<file path="src/rtl/colour_pkg.sv">
// Shared constants and types for the colour region detector: class indices,
// region encodings, pixel geometry and the frame FSM state type.
package colour_pkg;

    localparam int unsigned PIX_W  = 12;
    localparam int unsigned CHAN_W = 4;
    localparam int unsigned SUM_W  = CHAN_W + 1;

    localparam int unsigned CLS_RED   = 0;
    localparam int unsigned CLS_GREEN = 1;
    localparam int unsigned CLS_BLUE  = 2;
    localparam int unsigned CLS_WHITE = 3;

    localparam logic [1:0] REG_NONE   = 2'd0;
    localparam logic [1:0] REG_LEFT   = 2'd1;
    localparam logic [1:0] REG_CENTRE = 2'd2;
    localparam logic [1:0] REG_RIGHT  = 2'd3;

    localparam logic [CHAN_W-1:0] WHITE_MIN = 4'd12;

    typedef enum logic [1:0] {
        IDLE  = 2'd0,
        ACCUM = 2'd1,
        LATCH = 2'd2
    } state_e;

endpackage

</file>
<file path="src/rtl/colour_classifier.sv">
// Combinational RGB444 colour classifier: one match bit per colour class.
module colour_classifier
    import colour_pkg::*;
#(
    parameter int unsigned NUM_CH = 3,
    parameter int unsigned MARGIN = 2
) (
    input  logic [PIX_W-1:0]  pixel_i,
    output logic [NUM_CH-1:0] match_o
);

    logic [SUM_W-1:0] r_c, g_c, b_c;
    logic [SUM_W-1:0] r_lim_c, g_lim_c, b_lim_c;

    // Channels widened by one bit so that adding the margin cannot wrap.
    always_comb begin
        r_c     = {1'b0, pixel_i[11:8]};
        g_c     = {1'b0, pixel_i[7:4]};
        b_c     = {1'b0, pixel_i[3:0]};
        r_lim_c = r_c + SUM_W'(MARGIN);
        g_lim_c = g_c + SUM_W'(MARGIN);
        b_lim_c = b_c + SUM_W'(MARGIN);
        match_o = '0;
        for (int i = 0; i < int'(NUM_CH); i++) begin
            case (i)
                CLS_RED:   match_o[i] = (r_c > g_lim_c) && (r_c > b_lim_c);
                CLS_GREEN: match_o[i] = (g_c > r_lim_c) && (g_c > b_lim_c);
                CLS_BLUE:  match_o[i] = (b_c > r_lim_c) && (b_c > g_lim_c);
                CLS_WHITE: match_o[i] = (pixel_i[11:8] >= WHITE_MIN) &&
                                        (pixel_i[7:4]  >= WHITE_MIN) &&
                                        (pixel_i[3:0]  >= WHITE_MIN);
                default:   match_o[i] = 1'b0;
            endcase
        end
    end

endmodule

</file>
<file path="src/rtl/colour_region_detect.sv">
// Per-frame colour class counter with left/centre/right region detection.
// Pipeline: stage 1 registers classification, stage 2 accumulates, LATCH publishes.
module colour_region_detect
    import colour_pkg::*;
#(
    parameter int unsigned NUM_CH = 3,
    parameter int unsigned IMG_W  = 320,
    parameter int unsigned IMG_H  = 240,
    parameter int unsigned CNT_W  = 17,
    parameter int unsigned MARGIN = 2
) (
    input  logic                    clk,
    input  logic                    reset,
    input  logic                    sop,
    input  logic                    eop,
    input  logic                    pixel_valid,
    input  logic [PIX_W-1:0]        pixel,
    input  logic                    mode,
    input  logic [NUM_CH*CNT_W-1:0] threshold,
    output logic [NUM_CH-1:0]       colour_flag,
    output logic [NUM_CH*2-1:0]     region,
    output logic [NUM_CH*CNT_W-1:0] count,
    output logic                    frame_done
);

    localparam int unsigned COL_W      = (IMG_W > 1) ? $clog2(IMG_W) : 1;
    localparam int unsigned LEFT_END   = IMG_W / 3;
    localparam int unsigned CENTRE_END = (2 * IMG_W) / 3;

    if (64'(IMG_W) * 64'(IMG_H) > (64'd1 << CNT_W) - 64'd1) begin : g_cnt_w_check
        $error("CNT_W cannot hold IMG_W*IMG_H");
    end

    function automatic logic [CNT_W-1:0] sat_inc(input logic [CNT_W-1:0] v);
        return (&v) ? v : v + 1'b1;
    endfunction

    // Ties resolve centre first, then left, then right.
    function automatic logic [1:0] best_third(input logic [CNT_W-1:0] l,
                                              input logic [CNT_W-1:0] c,
                                              input logic [CNT_W-1:0] r);
        if (c >= l && c >= r) begin
            return REG_CENTRE;
        end else if (l >= r) begin
            return REG_LEFT;
        end
        return REG_RIGHT;
    endfunction

    // ---------------- stage 0: column tracking and classification
    logic [COL_W-1:0]  col_q, col_d, pix_col_c;
    logic [1:0]        pix_third_c;
    logic [NUM_CH-1:0] pix_match_c;

    colour_classifier #(
        .NUM_CH (NUM_CH),
        .MARGIN (MARGIN)
    ) u_classifier (
        .pixel_i (pixel),
        .match_o (pix_match_c)
    );

    always_comb begin
        pix_col_c = sop ? '0 : col_q;
        col_d     = col_q;
        if (pixel_valid) begin
            col_d = (pix_col_c == COL_W'(IMG_W - 1)) ? '0 : pix_col_c + 1'b1;
        end
        if (pix_col_c < COL_W'(LEFT_END)) begin
            pix_third_c = 2'd0;
        end else if (pix_col_c < COL_W'(CENTRE_END)) begin
            pix_third_c = 2'd1;
        end else begin
            pix_third_c = 2'd2;
        end
    end

    // ---------------- stage 1 registers
    logic              s1_valid_q, s1_sop_q, s1_eop_q;
    logic [1:0]        s1_third_q;
    logic [NUM_CH-1:0] s1_match_q;

    always_ff @(posedge clk or posedge reset) begin
        if (reset) begin
            col_q      <= '0;
            s1_valid_q <= 1'b0;
            s1_sop_q   <= 1'b0;
            s1_eop_q   <= 1'b0;
            s1_third_q <= 2'd0;
            s1_match_q <= '0;
        end else begin
            col_q      <= col_d;
            s1_valid_q <= pixel_valid;
            s1_sop_q   <= pixel_valid & sop;
            s1_eop_q   <= pixel_valid & eop;
            s1_third_q <= pix_third_c;
            s1_match_q <= pix_match_c;
        end
    end

    // ---------------- frame FSM
    state_e state_q, state_d;
    logic   clear_c, accum_c, latch_c;

    always_comb begin
        state_d = state_q;
        clear_c = 1'b0;
        accum_c = 1'b0;
        latch_c = 1'b0;
        case (state_q)
            IDLE: begin
                if (s1_valid_q && s1_sop_q) begin
                    clear_c = 1'b1;
                    accum_c = 1'b1;
                    state_d = s1_eop_q ? LATCH : ACCUM;
                end
            end
            ACCUM: begin
                if (s1_valid_q) begin
                    accum_c = 1'b1;
                    clear_c = s1_sop_q;
                    if (s1_eop_q) begin
                        state_d = LATCH;
                    end
                end
            end
            LATCH: begin
                latch_c = 1'b1;
                state_d = IDLE;
                // A sop arriving right behind the eop must not be lost.
                if (s1_valid_q && s1_sop_q) begin
                    clear_c = 1'b1;
                    accum_c = 1'b1;
                    state_d = s1_eop_q ? LATCH : ACCUM;
                end
            end
            default: state_d = IDLE;
        endcase
    end

    always_ff @(posedge clk or posedge reset) begin
        if (reset) begin
            state_q <= IDLE;
        end else begin
            state_q <= state_d;
        end
    end

    // ---------------- stage 2 accumulators: per class total and per third
    logic [CNT_W-1:0] tot_q [NUM_CH];
    logic [CNT_W-1:0] tot_d [NUM_CH];
    logic [CNT_W-1:0] thr_q [NUM_CH][3];
    logic [CNT_W-1:0] thr_d [NUM_CH][3];

    always_comb begin
        for (int ch = 0; ch < int'(NUM_CH); ch++) begin
            tot_d[ch] = clear_c ? '0 : tot_q[ch];
            for (int t = 0; t < 3; t++) begin
                thr_d[ch][t] = clear_c ? '0 : thr_q[ch][t];
            end
            if (accum_c && s1_match_q[ch]) begin
                tot_d[ch] = sat_inc(tot_d[ch]);
                for (int t = 0; t < 3; t++) begin
                    if (s1_third_q == 2'(t)) begin
                        thr_d[ch][t] = sat_inc(thr_d[ch][t]);
                    end
                end
            end
        end
    end

    always_ff @(posedge clk or posedge reset) begin
        if (reset) begin
            for (int ch = 0; ch < int'(NUM_CH); ch++) begin
                tot_q[ch] <= '0;
                for (int t = 0; t < 3; t++) begin
                    thr_q[ch][t] <= '0;
                end
            end
        end else begin
            tot_q <= tot_d;
            thr_q <= thr_d;
        end
    end

    // ---------------- result registers, loaded only in LATCH
    logic [NUM_CH*CNT_W-1:0] count_q, count_d;
    logic [NUM_CH-1:0]       flag_q, flag_d;
    logic [NUM_CH*2-1:0]     region_q, region_d;
    logic                    done_q, done_d;

    always_comb begin
        count_d  = count_q;
        flag_d   = flag_q;
        region_d = region_q;
        done_d   = 1'b0;
        if (latch_c) begin
            done_d = 1'b1;
            for (int ch = 0; ch < int'(NUM_CH); ch++) begin
                count_d[ch*CNT_W +: CNT_W] = tot_q[ch];
                flag_d[ch] = (tot_q[ch] >= threshold[ch*CNT_W +: CNT_W]);
                if (!flag_d[ch]) begin
                    region_d[ch*2 +: 2] = REG_NONE;
                end else if (!mode) begin
                    region_d[ch*2 +: 2] = REG_CENTRE;
                end else begin
                    region_d[ch*2 +: 2] = best_third(thr_q[ch][0], thr_q[ch][1], thr_q[ch][2]);
                end
            end
        end
    end

    always_ff @(posedge clk or posedge reset) begin
        if (reset) begin
            count_q  <= '0;
            flag_q   <= '0;
            region_q <= '0;
            done_q   <= 1'b0;
        end else begin
            count_q  <= count_d;
            flag_q   <= flag_d;
            region_q <= region_d;
            done_q   <= done_d;
        end
    end

    assign count       = count_q;
    assign colour_flag = flag_q;
    assign region      = region_q;
    assign frame_done  = done_q;

endmodule

</file>
<file path="config.mk">
export PLATFORM = sky130hd
export DESIGN_NAME = colour_region_detect
export DESIGN_NICKNAME = d
export VERILOG_FILES = /design/src/rtl/colour_pkg.sv /design/src/rtl/colour_classifier.sv /design/src/rtl/colour_region_detect.sv
export SDC_FILE = /design/constraint.sdc
export NUM_CORES = 1
export LEC_CHECK = 0
export ABC_CLOCK_PERIOD_IN_PS = 24600
export BUFFER_PORTS_ARGS = -buffer_cell sky130_fd_sc_hd__buf_4
export CAP_MARGIN = 20
export CORE_UTILIZATION = 50
export DETAILED_ROUTE_END_ITERATION = 7
export PLACE_DENSITY = 0.68
export SLEW_MARGIN = 20
export SYNTH_ARGS = -nofsm -noshare
export SYNTH_HDL_FRONTEND = slang
export SYNTH_SLANG_ARGS = --single-unit
</file>
<file path="constraint.sdc">
create_clock -name clk -period 24.6 [get_ports clk]
set_input_delay 4.92 -clock clk [delete_from_list [all_inputs] [get_ports clk]]
set_output_delay 4.92 -clock clk [all_outputs]
set_load 0.005 [all_outputs]
</file>
# ---- After elaboration in Yosys (flattened, before gate mapping)
# Cells that the tools add are included.
dict set report op_classes {
  n_addsub 16
  n_lt_le_gt_ge 20
  eq_ne 8
  n_mux 86
  bitwise 2
  n_reduce_logical 26
}
# op count
set op_table {}
lappend op_table {{two-way mux 17 bit} 36}
lappend op_table {{adder 17 x 1 -> 17 bit, second input constant} 12}
lappend op_table {{greater-or-equal comparator 17 bit} 12}
lappend op_table {{AND reduction 17 bit} 12}
lappend op_table {{two-way mux 51 bit} 3}
lappend op_table {{two-way mux 2 bit} 22}
lappend op_table {{greater-than comparator 4 x 5 -> 1 bit} 6}
lappend op_table {{two-way mux 1 bit} 20}
lappend op_table {{two-way mux 9 bit} 2}
lappend op_table {{adder 4 x 2 -> 5 bit, second input constant} 3}
lappend op_table {{logical AND 1 bit} 10}
lappend op_table {{adder 9 x 1 -> 9 bit, second input constant} 1}
lappend op_table {{== test 9 bit, second input constant} 1}
lappend op_table {{less-than comparator 9 x 7 -> 1 bit, second input constant} 1}
lappend op_table {{less-than comparator 9 x 8 -> 1 bit, second input constant} 1}
lappend op_table {{!= test 2 bit, second input constant} 3}
lappend op_table {{one-hot mux 2 bit (3 select lines)} 1}
lappend op_table {{== test 2 x 1 -> 1 bit, second input constant} 2}
lappend op_table {{== test 2 bit, second input constant} 2}
lappend op_table {{logical NOT 2 bit} 2}
lappend op_table {{one-hot mux 1 bit (2 select lines)} 2}
lappend op_table {{AND reduction 3 bit} 1}
lappend op_table {{AND 1 bit} 2}
lappend op_table {{OR reduction 2 bit} 1}
dict set report totals {
  reg_bits 284
  output_inout_bits 61
  wordCells 181
}

# ---- Longest topological paths before layout
dict set report logic_depth {
  ltp_word 9
  depth_mapped 15
}

# ---- Cells and area by module
# A second synthesis with hierarchy kept.
dict set report unflattened {
  hier_cells 2125
  hier_area_um2 19138.4
}
# mod n_inst cells_each area_each_um2 seq_area_each_um2
set modules_own_cells {}
lappend modules_own_cells {colour_region_detect 1 2066 18676.7 7106.8}
lappend modules_own_cells {colour_classifier 1 59 461.7 0.0}

# ---- Worst setup path before layout
# Ideal clock, no wire load.
dict set report synth_timing {
  path_kind {input to register}
  start {input sop}
  end {register col_q[8]}
  setup_ns 0.127
  arrival_ns 6.288
  required_ns 24.473
  path_slack_ns 18.184
  cell_stages 6
  path_buffers 0
  cell_sequence {or4b_2 -> o31ai_1 -> or2_2 -> o21ai_0 -> nand2_1 -> o21ai_0}
}
dict set report synth_via {
  elab_chain_len 3
  word_cells_on_any_way 4
  classes_between {1 x add/sub; 1 x eq/ne; 2 x mux}
}
# element line
set synth_rtl {}
lappend synth_rtl {{from (decl)} colour_region_detect.sv:14} ;# input logic sop,
lappend synth_rtl {{two-way mux 9 bit *} colour_region_detect.sv:64} ;# pix_col_c = sop ? '0 : col_q;
lappend synth_rtl {{adder 9 x 1 -> 9 bit or == test 9 bit (tied branches)} colour_region_detect.sv:67} ;# col_d = (pix_col_c == COL_W'(IMG_W - 1)) ? '0 : pix_col_c + 1'b1;
lappend synth_rtl {{two-way mux 9 bit *} colour_region_detect.sv:67}
lappend synth_rtl {{to (signal assigned)} colour_region_detect.sv:92} ;# col_q <= col_d;
lappend synth_rtl {{to (decl)} colour_region_detect.sv:51} ;# logic [COL_W-1:0] col_q, col_d, pix_col_c;
# Every way passes the cells marked *; elsewhere a longest branch is shown, timed or not.
# A chain may end at the register's enable or synchronous reset.

==> results_dict.tcl <==
set metrics [dict create \
    status "complete, no violations" \
    drive_gt1_frac 0.107 \
    synth_top_area_share 0.371 \
    skew_ps 19.3 \
    cts_hold_buf 0 \
    h-tree-depth 2 \
    crit_top_cell "buf_4" \
    slowest_delay_ps 740 \
    fin_tns_setup_ps 0 \
    post-route-min-period_ps 6350 \
    pin_count 130 \
    max_cap_violations 0 \
    hold_class "reg2reg" \
    rsz0062_at_grt "no" \
    synth_fp_nets 2441 \
    cts.sinks 284 \
    place_congestion 0.882 \
    numCtsBuffers 35 \
    total_leakage_power_nw 10.3 \
    first_iter_violations 1034 \
    wire_per_inst_um 17.5 \
    wl_um 48800 \
    grt_max_degree 141 \
    place_inst 2726 \
    path_class "in2async" \
    synth_area_leaders "dfrtp_1 37%, ha_1 16%, nand2_1 5.6%" \
    timing.max_slew.rel_slack 0.275 \
    setup_viol 0 \
    final_cell_mix "287 x nand2_1, 284 x dfrtp_1, 238 x ha_1, 183 x inv_1, 183 x nor2_1" \
    clock_path_buffers 3 \
    synth_seq_area_share 0.371 \
    antennaDiodeCount 0 \
    first_global_vias 15800 \
    cts_tree "yes" \
    grt-ovfl-total 0 \
    final_core_util 0.576 \
    endpoint_kind "async pin" \
    post_cts_buffers 0 \
    vias 16000 \
    path_cells "buf_4, inv_8, buf_4, buf_6" \
    async_reset_ff_frac 1.00 \
    nets 2559 \
    synth_enable_flop_cells 0 \
    cp_data_required_time_ps 25200 \
    slew_viol_final 0 \
    fp.dieH_um 198 \
    std_cell_rows 71 \
    synthDistinctLibCells 86 \
    power_mw 1.11 \
    critPathMaxFanout 79 \
    fp.dieArea_um2 39100 \
    firstDrtPassIters 6 \
    fill_cells 3391 \
    grt.total_usage 0.259 \
    path_clk_slew_ps 50 \
    synth_area_per_cell_um2 8.97 \
    layout.cells.non_filler 2785 \
    dp_hpwl_um 35800 \
    slowest_stage "buf_4" \
    yosysWarnings 0 \
    initial_core_util 0.508 \
    grt_pass1_wl_um 81000 \
    netlist_area_um2 19100 \
    antenna_left 0 \
    hold_violations 0 \
    drc 0 \
    cp.arrival_ps 6950 \
    root_buffer "clkbuf_16" \
    tightest_slew_ps 1090 \
    syn_inst 2134 \
    vias_per_cell 5.74 \
    synth_top_cell_by_area "dfrtp_1" \
    power.density_nw_per_um2 51.2 \
    crit_path_start_kind "input port" \
    core_um2 37700 \
    io_buffers 129 \
    layout_commonest_cell "nand2_1" \
    die_x_um 198 \
    antenna_found_initial 0 \
    peakVddDrop_uv 43.7 \
    syn_to_final_growth_pct 13.4 \
    multiInputGateArea_um2 11100 \
    max_freq_mhz 158 \
    synth_flop_cell "dfrtp_1" \
    ctsResizeCount 0 \
    yosys_register_bits 284 \
    period_share 0.258 \
    register_area_um2 7110 \
    insertion_delay_ps 560 \
]
[registers in the layout, summed over array words and instances (netlist names)]
| signal | count |
|---|---|
| s1_third_q | 2 |
| frame_done | 1 |
| thr_q | 153 |
| s1_eop_q | 1 |
| state_q | 2 |
| s1_match_q | 3 |
| s1_valid_q | 1 |
| region | 6 |
| count | 51 |
| s1_sop_q | 1 |
| colour_flag | 3 |
| tot_q | 51 |
| col_q | 9 |
[through the flow]
stage / hold WS, ps / setup WS (ps) / instance area (um^2)
floorplan: 418 / 11840 / 19100
global placement: 462 / 17260 / 20600
CTS: 479 / 17810 / 21700
global route: 496 / 17860 / 21700
finish: 472 / 18250 / 21700
detailed placement: 465 / 17240 / 20600
[cells in the mapped netlist (6+ instances only)]
| cell | instances |
|---|---|
| a41oi_1 | 8 |
| nand2_1 | 288 |
| o21a_1 | 12 |
| a2111oi_0 | 7 |
| nor4_2 | 8 |
| or3_1 | 16 |
| mux2_2 | 6 |
| a31oi_1 | 8 |
| xnor2_1 | 90 |
| nand3_1 | 89 |
| buf_2 | 10 |
| dfrtp_1 | 284 |
| inv_1 | 184 |
| a21o_1 | 21 |
| nor4b_1 | 6 |
| nor3_1 | 46 |
| nor2_1 | 183 |
| ha_1 | 238 |
| and3_1 | 25 |
| a211oi_1 | 18 |
| o2111ai_1 | 9 |
| o31ai_1 | 7 |
| nor4_1 | 27 |
| nor2b_1 | 18 |
| o21ai_0 | 78 |
| xor2_1 | 68 |
| and4_1 | 22 |
| nand2b_1 | 15 |
| nand4_1 | 86 |
| clkbuf_1 | 36 |
| o211ai_1 | 10 |
| a21oi_1 | 84 |
| o22ai_1 | 7 |
| and2_1 | 15 |
[power breakdown]
part	internal [mW]	switching [mW]	leakage [nW]
Clock	0.289	0.210	0.540
Sequential	0.483	0.0163	3.94
Combinational	0.0465	0.0661	5.78
Total	0.818	0.292	10.3
[area by class of cell]
type,count,share of cell area
multi-input combinational,1608,0.511
tap,511,0.0295
inverter,185,0.0324
clock buffer,49,0.0465
sequential,284,0.328
clock inverter,10,0.00427
timing repair buffer,138,0.0485
[path summary, 6_finish.rpt]
kind,from,end,cells past startpoint,slack (ps)
min,count[5]$_DFFE_PP0N_,count[5]$_DFFE_PP0N_,2,470
max in group clk,sop,col_q[8]$_DFFE_PP0P_,7,18440
max,reset,thr_q[49]$_DFF_PP0_,4,18250
min reg2reg,count[5]$_DFFE_PP0N_,count[5]$_DFFE_PP0N_,2,470
min in group asynchronous,reset,thr_q[117]$_DFF_PP0_,2,4390
max reg2reg,s1_valid_q$_DFF_PP0_,thr_q[83]$_DFF_PP0_,11,20240
[critical path, delay by kind of cell]
family	cells	cell delay, ps
buffers and inverters	4	1850
[routing by layer]
metal / global-route usage / vias to the layer above / wire, um
li1: - / 7777 / -
met1: 0.348 / 7696 / 22400
met2: 0.418 / 423 / 22100
met3: 0.0389 / 95 / 2690
met4: 0.102 / 0 / 1630
met5: 0 / - / 0
[cell families after synthesis]
kind of cell    share of synthesized area
fa+ha+maj                           0.156
flops                               0.371
buf+inv                            0.0495
simple gates                        0.229
xor+xnor                           0.0723
mux                               0.00517
compound gates                      0.117
Power figures use the tool's default switching activity.
